--- src/rtl/traffic_ctrl_param.sv ---
// traffic_ctrl_param: two-road intersection controller with prescaled phase timing, sensor/walk demand and flash mode
module traffic_ctrl_param #(
    parameter int TICK_DIV   = 100000000,
    parameter int CNT_W      = 4,
    parameter int T_MAIN     = 12,
    parameter int T_MIN_MAIN = 6,
    parameter int T_SIDE     = 6,
    parameter int T_EXT      = 3,
    parameter int T_YEL      = 2,
    parameter int T_WALK     = 5,
    parameter int T_CLR      = 2
) (
    input  logic             i_clk,
    input  logic             i_reset,
    input  logic             i_sensor,
    input  logic             i_walk,
    input  logic             i_flash,
    output logic [1:0]       o_main_light,
    output logic [1:0]       o_side_light,
    output logic             o_walk_light,
    output logic [2:0]       o_state,
    output logic [CNT_W-1:0] o_remaining
);
    typedef enum logic [2:0] {
        INIT  = 3'd0,
        G_R   = 3'd1,
        Y_R   = 3'd2,
        R_G   = 3'd3,
        R_Y   = 3'd4,
        WALK  = 3'd5,
        FLASH = 3'd6
    } state_t;

    localparam int PW = (TICK_DIV > 1) ? $clog2(TICK_DIV) : 1;

    logic [PW-1:0]    r_pre;
    state_t           r_state, w_state_nx, w_seq_nx;
    logic [CNT_W-1:0] r_cnt, w_cnt_nx, w_dur, w_dur_nx, r_rem;
    logic             r_side_req, r_walk_req, r_ext_used, r_fph;
    logic             w_side_req_nx, w_walk_req_nx, w_ext_nx, w_fph_nx;
    logic             w_side_eff, w_walk_eff, w_tick;
    logic [1:0]       r_main, r_side;
    logic             r_walk_light;

    function automatic logic [CNT_W-1:0] f_dur(input state_t s, input logic sr, input logic ex);
        return (s == INIT)  ? CNT_W'(T_CLR) :
               (s == G_R)   ? (sr ? CNT_W'(T_MIN_MAIN) : CNT_W'(T_MAIN)) :
               (s == R_G)   ? (ex ? CNT_W'(T_SIDE + T_EXT) : CNT_W'(T_SIDE)) :
               (s == WALK)  ? CNT_W'(T_WALK) :
               (s == FLASH) ? '0 : CNT_W'(T_YEL);
    endfunction

    assign w_tick = (r_pre == PW'(TICK_DIV - 1));

    // demand seen on this very clk already counts, so a late sensor ends main green on the same tick
    always_comb begin
        w_side_eff    = r_side_req | (r_state == G_R && i_sensor);
        w_walk_eff    = r_walk_req | (r_state != WALK && i_walk);
        w_dur         = f_dur(r_state, w_side_eff, r_ext_used);
        w_seq_nx      = (r_state == INIT) ? G_R :
                        (r_state == G_R)  ? Y_R :
                        (r_state == Y_R)  ? (w_walk_eff ? WALK : R_G) :
                        (r_state == R_G)  ? R_Y :
                        (r_state == R_Y)  ? G_R : R_G;
        w_state_nx    = r_state;
        w_cnt_nx      = r_cnt;
        w_side_req_nx = w_side_eff;
        w_walk_req_nx = w_walk_eff;
        w_ext_nx      = r_ext_used;
        w_fph_nx      = r_fph;
        if (w_tick) begin
            if (i_flash) begin
                w_state_nx = FLASH;
                w_cnt_nx   = '0;
                w_fph_nx   = (r_state == FLASH) & ~r_fph;
                if (r_state != FLASH) begin
                    w_side_req_nx = 1'b0;
                    w_walk_req_nx = 1'b0;
                end
            end else if (r_state == FLASH) begin
                w_state_nx = INIT;
                w_cnt_nx   = '0;
            end else if (r_state == R_G && !r_ext_used && i_sensor && r_cnt == CNT_W'(T_SIDE - 1)) begin
                w_ext_nx = 1'b1;
                w_cnt_nx = r_cnt + 1'b1;
            end else if (r_cnt >= w_dur - 1'b1) begin
                w_state_nx = w_seq_nx;
                w_cnt_nx   = '0;
                if (w_seq_nx == WALK) w_walk_req_nx = 1'b0;
                if (w_seq_nx == R_G) begin
                    w_side_req_nx = 1'b0;
                    w_ext_nx      = 1'b0;
                end
            end else begin
                w_cnt_nx = r_cnt + 1'b1;
            end
        end
        w_dur_nx = f_dur(w_state_nx, w_side_req_nx, w_ext_nx);
    end

    always_ff @(posedge i_clk) begin
        if (!i_reset) begin
            r_pre        <= '0;
            r_state      <= INIT;
            r_cnt        <= '0;
            r_side_req   <= 1'b0;
            r_walk_req   <= 1'b0;
            r_ext_used   <= 1'b0;
            r_fph        <= 1'b0;
            r_main       <= 2'd3;
            r_side       <= 2'd3;
            r_walk_light <= 1'b0;
            r_rem        <= CNT_W'(T_CLR);
        end else begin
            r_pre        <= w_tick ? '0 : r_pre + 1'b1;
            r_state      <= w_state_nx;
            r_cnt        <= w_cnt_nx;
            r_side_req   <= w_side_req_nx;
            r_walk_req   <= w_walk_req_nx;
            r_ext_used   <= w_ext_nx;
            r_fph        <= w_fph_nx;
            r_main       <= (w_state_nx == FLASH) ? (w_fph_nx ? 2'd0 : 2'd2) :
                            (w_state_nx == G_R)   ? 2'd1 :
                            (w_state_nx == Y_R)   ? 2'd2 : 2'd3;
            r_side       <= (w_state_nx == FLASH) ? (w_fph_nx ? 2'd0 : 2'd3) :
                            (w_state_nx == R_G)   ? 2'd1 :
                            (w_state_nx == R_Y)   ? 2'd2 : 2'd3;
            r_walk_light <= (w_state_nx == WALK);
            r_rem        <= (w_state_nx == FLASH)  ? '0 :
                            (w_cnt_nx >= w_dur_nx) ? CNT_W'(1) : w_dur_nx - w_cnt_nx;
        end
    end

    assign o_main_light = r_main;
    assign o_side_light = r_side;
    assign o_walk_light = r_walk_light;
    assign o_state      = r_state;
    assign o_remaining  = r_rem;
endmodule
--- config.mk ---
export PLATFORM = sky130hd
export DESIGN_NAME = traffic_ctrl_param
export DESIGN_NICKNAME = d
export VERILOG_FILES = /design/src/rtl/traffic_ctrl_param.sv
export SDC_FILE = /design/constraint.sdc
export NUM_CORES = 1
export LEC_CHECK = 0
export CORE_MARGIN = 1.5
export CORE_UTILIZATION = 52
export DETAILED_ROUTE_END_ITERATION = 6
export HOLD_SLACK_MARGIN = 0.12
export MAX_ROUTING_LAYER = met4
export PLACE_DENSITY_LB_ADDON = 0.12
export SYNTH_ARGS = -nofsm -noshare
export SYNTH_HDL_FRONTEND = slang
export SYNTH_SLANG_ARGS = --single-unit
export TNS_END_PERCENT = 20
--- constraint.sdc ---
create_clock -name i_clk -period 5.85 [get_ports i_clk]
set_clock_uncertainty 0.1 [all_clocks]
set_input_delay 1.17 -clock i_clk [delete_from_list [all_inputs] [get_ports i_clk]]
set_output_delay 1.17 -clock i_clk [all_outputs]
set_load 0.005 [all_outputs]
==> flow_summary.ini, run 1 <==
[clock_tree]
numCtsBuffers = 5
clock_tree.root_cell = sky130_fd_sc_hd__clkbuf_8
cts.repair.resized = 0
cts-hold-fix-buffers = 0
post-cts-setup-buffers = 0
cts.clk_slew.worst_paths_ns = 0.09
insertion_delay_ns = 0.30
cts-root-to-sink-buffers = 2
cts.htree.levels = 2
cts_tree = yes
cts.sink_count = 47

[hold_path]
hold_end = r_pre[0]
hp-class = reg2reg
timing.hold.worst_path_depth = 1
hold_path_start = r_pre[0]

[layout]
fillCellCount = 427
finalInstanceArea_um2 = 2870
layout.nets = 336
drive_above_1_share_pct = 8.15
finish.cell_count_without_fillers = 386
diodes = 0
area_growth_syn_to_layout_pct = 11.9

[floorplanning]
floorplan.rows = 25
die-area_um2 = 5360
die_y_um = 73.2
top_level_ports = 17
die_x_um = 73.2
core_area_um2 = 4720
start_util_pct = 54.3

[synthesis]
yosys.area.top_type_share_pct = 36.7
yosysWarnings = 0
async_reset_ff_share_pct = 0
seq_area_frac_synth_pct = 36.7
synthTopCellsByArea = sky130_fd_sc_hd__dfxtp_1 37%, sky130_fd_sc_hd__xor2_1 6.5%, sky130_fd_sc_hd__nor2_1 6.1%
synth.avg_cell_area_um2 = 8.49
synthesis.area_um2 = 2560
post_syn_nets = 320
syn_inst = 302
synth_edf_count = 0
ys_dominant_reg_cell = sky130_fd_sc_hd__dfxtp_1
ys_top_cells_by_count = 47 x sky130_fd_sc_hd__dfxtp_1, 42 x sky130_fd_sc_hd__nor2_1, 24 x sky130_fd_sc_hd__nand2_1
yosysTopAreaCell = sky130_fd_sc_hd__dfxtp_1
number_of_synthesized_register_bits = 47
synthDistinctLibCells = 53
synthMostInstantiatedCell = sky130_fd_sc_hd__dfxtp_1

[timing]
worst_slew_pin_slew_ns = 0.845
finalWorstPathRequiredPeriod_ns = 5.26
fin_hold_ws_ns = 0.410
setup_repair_after_global_routing_missed_its_margin = no
total_negative_slack_ns = 0
final_worst_path_cycle_share_pct = 89.9
slew_headroom_pct = 43.5
timing.fmax_mhz = 190
drv_slew = 0
timing.final.hold_violations = 0
final_number_of_setup_violating_endpoints = 0

[worst_setup_path]
top_cell_by_count_worst_path = sky130_fd_sc_hd__ha_1
cp.depth = 20
cpMaxStageDelayCell = sky130_fd_sc_hd__clkdlybuf4s50_1
crit_family = compound AO/OA/AOI/OAI gates
crit_required_ns = 5.95
setup.worst_path.start_class = input port
reg2reg_slack_ns = 1.06
timing.critical_path.buf_inv = 2
r2r_start = o_state[0]
critical-path-max-stage-delay_ns = 0.43
worstPathMaxFanout = 5
worst-r2r-cell-count = 21
end_kind = flop
timing.critical_path.cells = clkdlybuf4s50_1, a31o_2, a21bo_2, o21ai_0, ha_1, ha_1, a2111o_1, and3_1, a21oi_1, o21a_1, nand3_1, a21o_1, ha_1, fa_1, inv_1, a21o_1, a21oi_1, a41oi_1, nand2_1, and3_1
timing.rr.end = o_remaining[0]
criticalPathCategory = in2reg
cp_data_arrival_time_ns = 5.36

[placement]
place.port_buffers = 16
gp_routability_congestion = 0.917
dpl_cell_area_um2 = 2770
placed_wire_length_estimate_after_detailed_placement_um = 3610
placedCellCount = 378

[global_routing]
antenna_found_initial = 0
combined_global_route_utilization_of_all_metal_layers_pct = 21.5
number_of_global_route_vias_before_repair = 1855
grt_first_pass_wirelength_um = 8690
total_gr_overflow = 0
pin_count_of_the_biggest_net_entering_global_routing = 26

[pwr]
cellPowerDensity_nw_per_um2 = 200
worst_ir_drop_vdd_uv = 164
power_leakage_nw = 1.07

[drt]
post-route-drc-count = 0
drt-vias-per-instance = 5.46
antenna_violating_nets_post_route = 0
vias = 2106
routed_wl_um = 5180
drt_iter0_markers = 208
drt-wirelength-per-cell_um = 13.4
drt-pass1-iter-count = 4

[run]
cap_violations = 0

[outcome]
run_status = finished clean
layout by cell type, fill, tap and decap left out, types with 3 or more instances in the layout:
master,n
sky130_fd_sc_hd__buf_4,3
sky130_fd_sc_hd__a21oi_1,11
sky130_fd_sc_hd__nor3_1,7
sky130_fd_sc_hd__and3_1,8
sky130_fd_sc_hd__xnor2_1,7
sky130_fd_sc_hd__dfxtp_1,47
sky130_fd_sc_hd__clkbuf_8,6
sky130_fd_sc_hd__ha_1,12
sky130_fd_sc_hd__a21o_1,3
sky130_fd_sc_hd__nor2_1,42
sky130_fd_sc_hd__o31a_1,3
sky130_fd_sc_hd__clkdlybuf4s50_1,16
sky130_fd_sc_hd__nand3_1,10
sky130_fd_sc_hd__or3_1,3
sky130_fd_sc_hd__nand2b_1,3
sky130_fd_sc_hd__o21ai_0,12
sky130_fd_sc_hd__inv_1,14
sky130_fd_sc_hd__and4_1,5
sky130_fd_sc_hd__nor4_1,5
sky130_fd_sc_hd__xor2_1,19
sky130_fd_sc_hd__o21a_1,3
sky130_fd_sc_hd__nand4_1,9
sky130_fd_sc_hd__nor2b_1,5
sky130_fd_sc_hd__nand2_1,24
sky130_fd_sc_hd__and2_1,4
report_power, final:
part,internal (mW),switching (mW),total (mW)
Clock,0.0969,0.118,0.215
Sequential,0.323,0.00496,0.328
Combinational,0.0113,0.0180,0.0293
Total,0.431,0.141,0.572
per-stage QoR:
| stage | utilization [%] | power, mW | setup slack (ns) |
|---|---|---|---|
| finish | 60.7 | 0.572 | 0.591 |
| CTS | 60.7 | 0.580 | 0.608 |
| detailed placement | 58.7 | 0.365 | 0.264 |
| global placement | 58.7 | 0.364 | 0.415 |
| floorplan | - | 0.353 | 0.854 |
| global route | 60.7 | 0.591 | 0.390 |
registers in the layout, summed over array words and instances, names as in the netlist:
register	flops
o_main_light	2
o_remaining	4
o_side_light	2
o_state	3
o_walk_light	1
r_cnt	4
r_ext_used	1
r_fph	1
r_pre	27
r_side_req	1
r_walk_req	1
kinds of logic after synthesis:
kind of cell	Yosys count	share of synthesized area, %
xor gates and xnor gates	26	8.88
and+or+nand+nor	136	28.2
muxes	1	0.390
adders and majority gates	13	6.64
buffers and inverters	24	4.34
AOI/OAI and AO/OA	55	14.9
DFF	47	36.7
metal layers:
layer	track usage, %	routed length [um]
met2	29.1	2140
met1	31.6	2790
met4	6.71	52
met3	4.83	192
met5	-	0
worst reg2reg max path: cells and delay by family (launching register included):
family,cells,cell delay (ns)
xor gates and xnor gates,1,0.17
adders and majority gates,4,1.00
and+or+nand+nor,5,0.87
DFF,1,0.58
buffers and inverters,1,0.07
AOI/OAI and AO/OA,10,1.90
layout make-up:
cell class / count / area, um2 / share of cell area (%)
clock buffers: 6 / 82.6 / 2.88
clock inverters: 2 / 13.8 / 0.480
inverters: 14 / 52.6 / 1.83
multi-input cells: 231 / 1510 / 52.7
flip-flops and latches: 47 / 941 / 32.8
well taps: 67 / 83.8 / 2.92
repair buffers: 19 / 183 / 6.37
worst max path at each step:
stage | startpoint | to | slack (ns)
floorplan | i_sensor | o_remaining[0] | 0.85
global placement | i_sensor | o_remaining[0] | 0.42
detailed placement | i_sensor | o_remaining[0] | 0.26
CTS | i_sensor | o_remaining[0] | 0.61
global route | i_sensor | o_remaining[0] | 0.39
finish | i_sensor | o_remaining[0] | 0.59
Power figures use the tool's default switching activity.
==> run 2: changes to the inputs <==
--- a/config.mk
+++ b/config.mk
@@ -8,6 +8,7 @@
 export CORE_MARGIN = 1.5
 export CORE_UTILIZATION = 52
 export DETAILED_ROUTE_END_ITERATION = 6
+export DONT_BUFFER_PORTS = 1
 export HOLD_SLACK_MARGIN = 0.12
 export MAX_ROUTING_LAYER = met4
 export PLACE_DENSITY_LB_ADDON = 0.12
==> run 2 against run 1 <==
Compared with the run above: flip-flop and latch count is the same; critical endpoint unchanged; global-route usage grew 0.40 points; maximum frequency grew 4.9%; non-clock buffer count shrank 17; clock power is essentially flat; critical path type is now reg2reg; highest routed layer unchanged; first-iteration DRC count shrank 0.48%.
==> flow_summary.ini, run 2 (same netlist as run 1, synthesis figures left out) <==
[outcome]
run_status = finished clean

[clock_tree]
cts.repair.resized = 0
cts-hold-fix-buffers = 0
cts.clk_slew.worst_paths_ns = 0.10
insertion_delay_ns = 0.31
cts.sink_count = 47
cts_tree = yes
clock_tree.root_cell = sky130_fd_sc_hd__clkbuf_8
cts.htree.levels = 2
post-cts-setup-buffers = 0
numCtsBuffers = 5
cts-root-to-sink-buffers = 2

[layout]
finish.cell_count_without_fillers = 369
largest_register_ffs = 27
finalInstanceArea_um2 = 2700
layout.nets = 319
fillCellCount = 446
drive_above_1_share_pct = 8.28
most_common_library_cell_in_the_layout_ignoring_fill_and_taps = sky130_fd_sc_hd__dfxtp_1
area_growth_syn_to_layout_pct = 5.32
registers.top_by_ff_count = r_pre
multiInputGateArea_um2 = 1510
diodes = 0
layout.cells.most_common_list = 47 x sky130_fd_sc_hd__dfxtp_1, 42 x sky130_fd_sc_hd__nor2_1, 24 x sky130_fd_sc_hd__nand2_1
postLayoutCoreUtil_pct = 57.2
sequential_cell_area_um2 = 941

[run]
cap_violations = 0

[floorplanning]
die-area_um2 = 5360
top_level_ports = 17
floorplan.rows = 25
die_y_um = 73.2
die_x_um = 73.2
core_area_um2 = 4720
start_util_pct = 54.3

[timing]
final_worst_path_cycle_share_pct = 85.7
timing.final.hold_violations = 0
slew_headroom_pct = 44.9
final_number_of_setup_violating_endpoints = 0
total_negative_slack_ns = 0
drv_slew = 0
setup_repair_after_global_routing_missed_its_margin = no
timing.fmax_mhz = 199
fin_hold_ws_ns = 0.408
worst_slew_pin_slew_ns = 0.825
finalWorstPathRequiredPeriod_ns = 5.01
timing.final.ws_setup_ns = 0.837

[pwr]
power_leakage_nw = 1.00
power_uw = 565
worst_ir_drop_vdd_uv = 134
cellPowerDensity_nw_per_um2 = 209

[placement]
placement.setup.worst_slack_ns = 0.563
placed_wire_length_estimate_after_detailed_placement_um = 3650
gp_routability_congestion = 0.883
dpl_cell_area_um2 = 2600
place.port_buffers = 0
placedCellCount = 361

[worst_setup_path]
crit_family = simple AND/OR/NAND/NOR gates
timing.critical_path.buf_inv = 1
timing.rr.end = o_remaining[0]
r2r_start = o_state[0]
timing.critical_path.cells = nor2b_1, a31o_2, a21bo_2, o21ai_0, ha_1, xor2_1, ha_1, o21ai_0, nand2b_1, and3_1, a21oi_1, nor3_4, a21boi_0, nor3_1, fa_1, inv_1, a21o_1, a21oi_1, a41oi_1, nand2_1, and3_1
criticalPathCategory = reg2reg
crit_required_ns = 5.96
worst-r2r-cell-count = 21
cpMaxStageDelayCell = sky130_fd_sc_hd__dfxtp_1
setup.worst_path.start_class = flop
reg2reg_slack_ns = 0.84
worstPathMaxFanout = 14
end_kind = flop
critical-path-max-stage-delay_ns = 0.63
cp_data_arrival_time_ns = 5.12

[drt]
post-route-drc-count = 0
routed_wl_um = 5130
antenna_violating_nets_post_route = 0
drt-wirelength-per-cell_um = 13.9
drt_iter0_markers = 207
drt-vias-per-instance = 5.60
vias = 2068
drt-pass1-iter-count = 4

[hold_path]
timing.hold.worst_path_depth = 2
hp-class = reg2reg
hold_end = r_pre[17]
hold_path_start = r_pre[17]

[global_routing]
grt_first_pass_wirelength_um = 8760
number_of_global_route_vias_before_repair = 1919
total_gr_overflow = 0
combined_global_route_utilization_of_all_metal_layers_pct = 21.9
antenna_found_initial = 0
pin_count_of_the_biggest_net_entering_global_routing = 26
run 2: cell count changes in the layout (fill, tap and decap cells not counted), sizes merged:
cell and change:
clkinv -1, buf -1, clkdlybuf4s50 -16, inv +1
clkbuf -1, clkinvlp +1
run 2: worst max path at each step:
| stage | startpoint | to | slack (ns) | cells after the start |
|---|---|---|---|---|
| floorplan | i_sensor | o_remaining[0] | 0.85 | 20 |
| global placement | i_sensor | o_remaining[0] | 0.68 | 19 |
| detailed placement | i_sensor | o_remaining[0] | 0.56 | 19 |
| CTS | o_state[0] | o_remaining[0] | 0.83 | 21 |
| global route | o_state[0] | o_remaining[0] | 0.44 | 21 |
| finish | o_state[0] | o_remaining[0] | 0.84 | 21 |
run 2: report_power, final:
part	switching, mW	leakage, nW	internal [mW]
clock network	0.125	0.0467	0.0887
logic	0.0156	0.574	0.00711
registers	0.00534	0.380	0.323
total	0.146	1.00	0.419
run 2: area by class of cell:
cell class / count / share of cell area, %
sequential: 47 / 34.8
timing repair buffer: 2 / 0.556
inverter: 14 / 1.95
clock buffer: 5 / 2.55
multi-input combinational: 231 / 56.0
clock inverter: 3 / 1.02
tap: 67 / 3.10
run 2: worst min-delay path, delay by kind of cell (launching register included):
family,cells,cell delay (ns)
compound gates,2,0.13
flops,1,0.34
run 2: per-layer routing:
metal	track usage, %	up-vias	share of wire, %
met5	-	-	0
met4	6.29	0	1.1
met3	5.66	6	5.9
met2	30.9	48	42
met1	30.8	955	51
li1	-	1059	-
==> run 3: changes to the inputs <==
--- a/config.mk
+++ b/config.mk
@@ -5,6 +5,7 @@
 export SDC_FILE = /design/constraint.sdc
 export NUM_CORES = 1
 export LEC_CHECK = 0
+export ABC_AREA = 0
 export CORE_MARGIN = 1.5
 export CORE_UTILIZATION = 52
 export DETAILED_ROUTE_END_ITERATION = 6
==> results of run 3 <==
The final DEF is identical to that of run 2; final timing and power are the same.
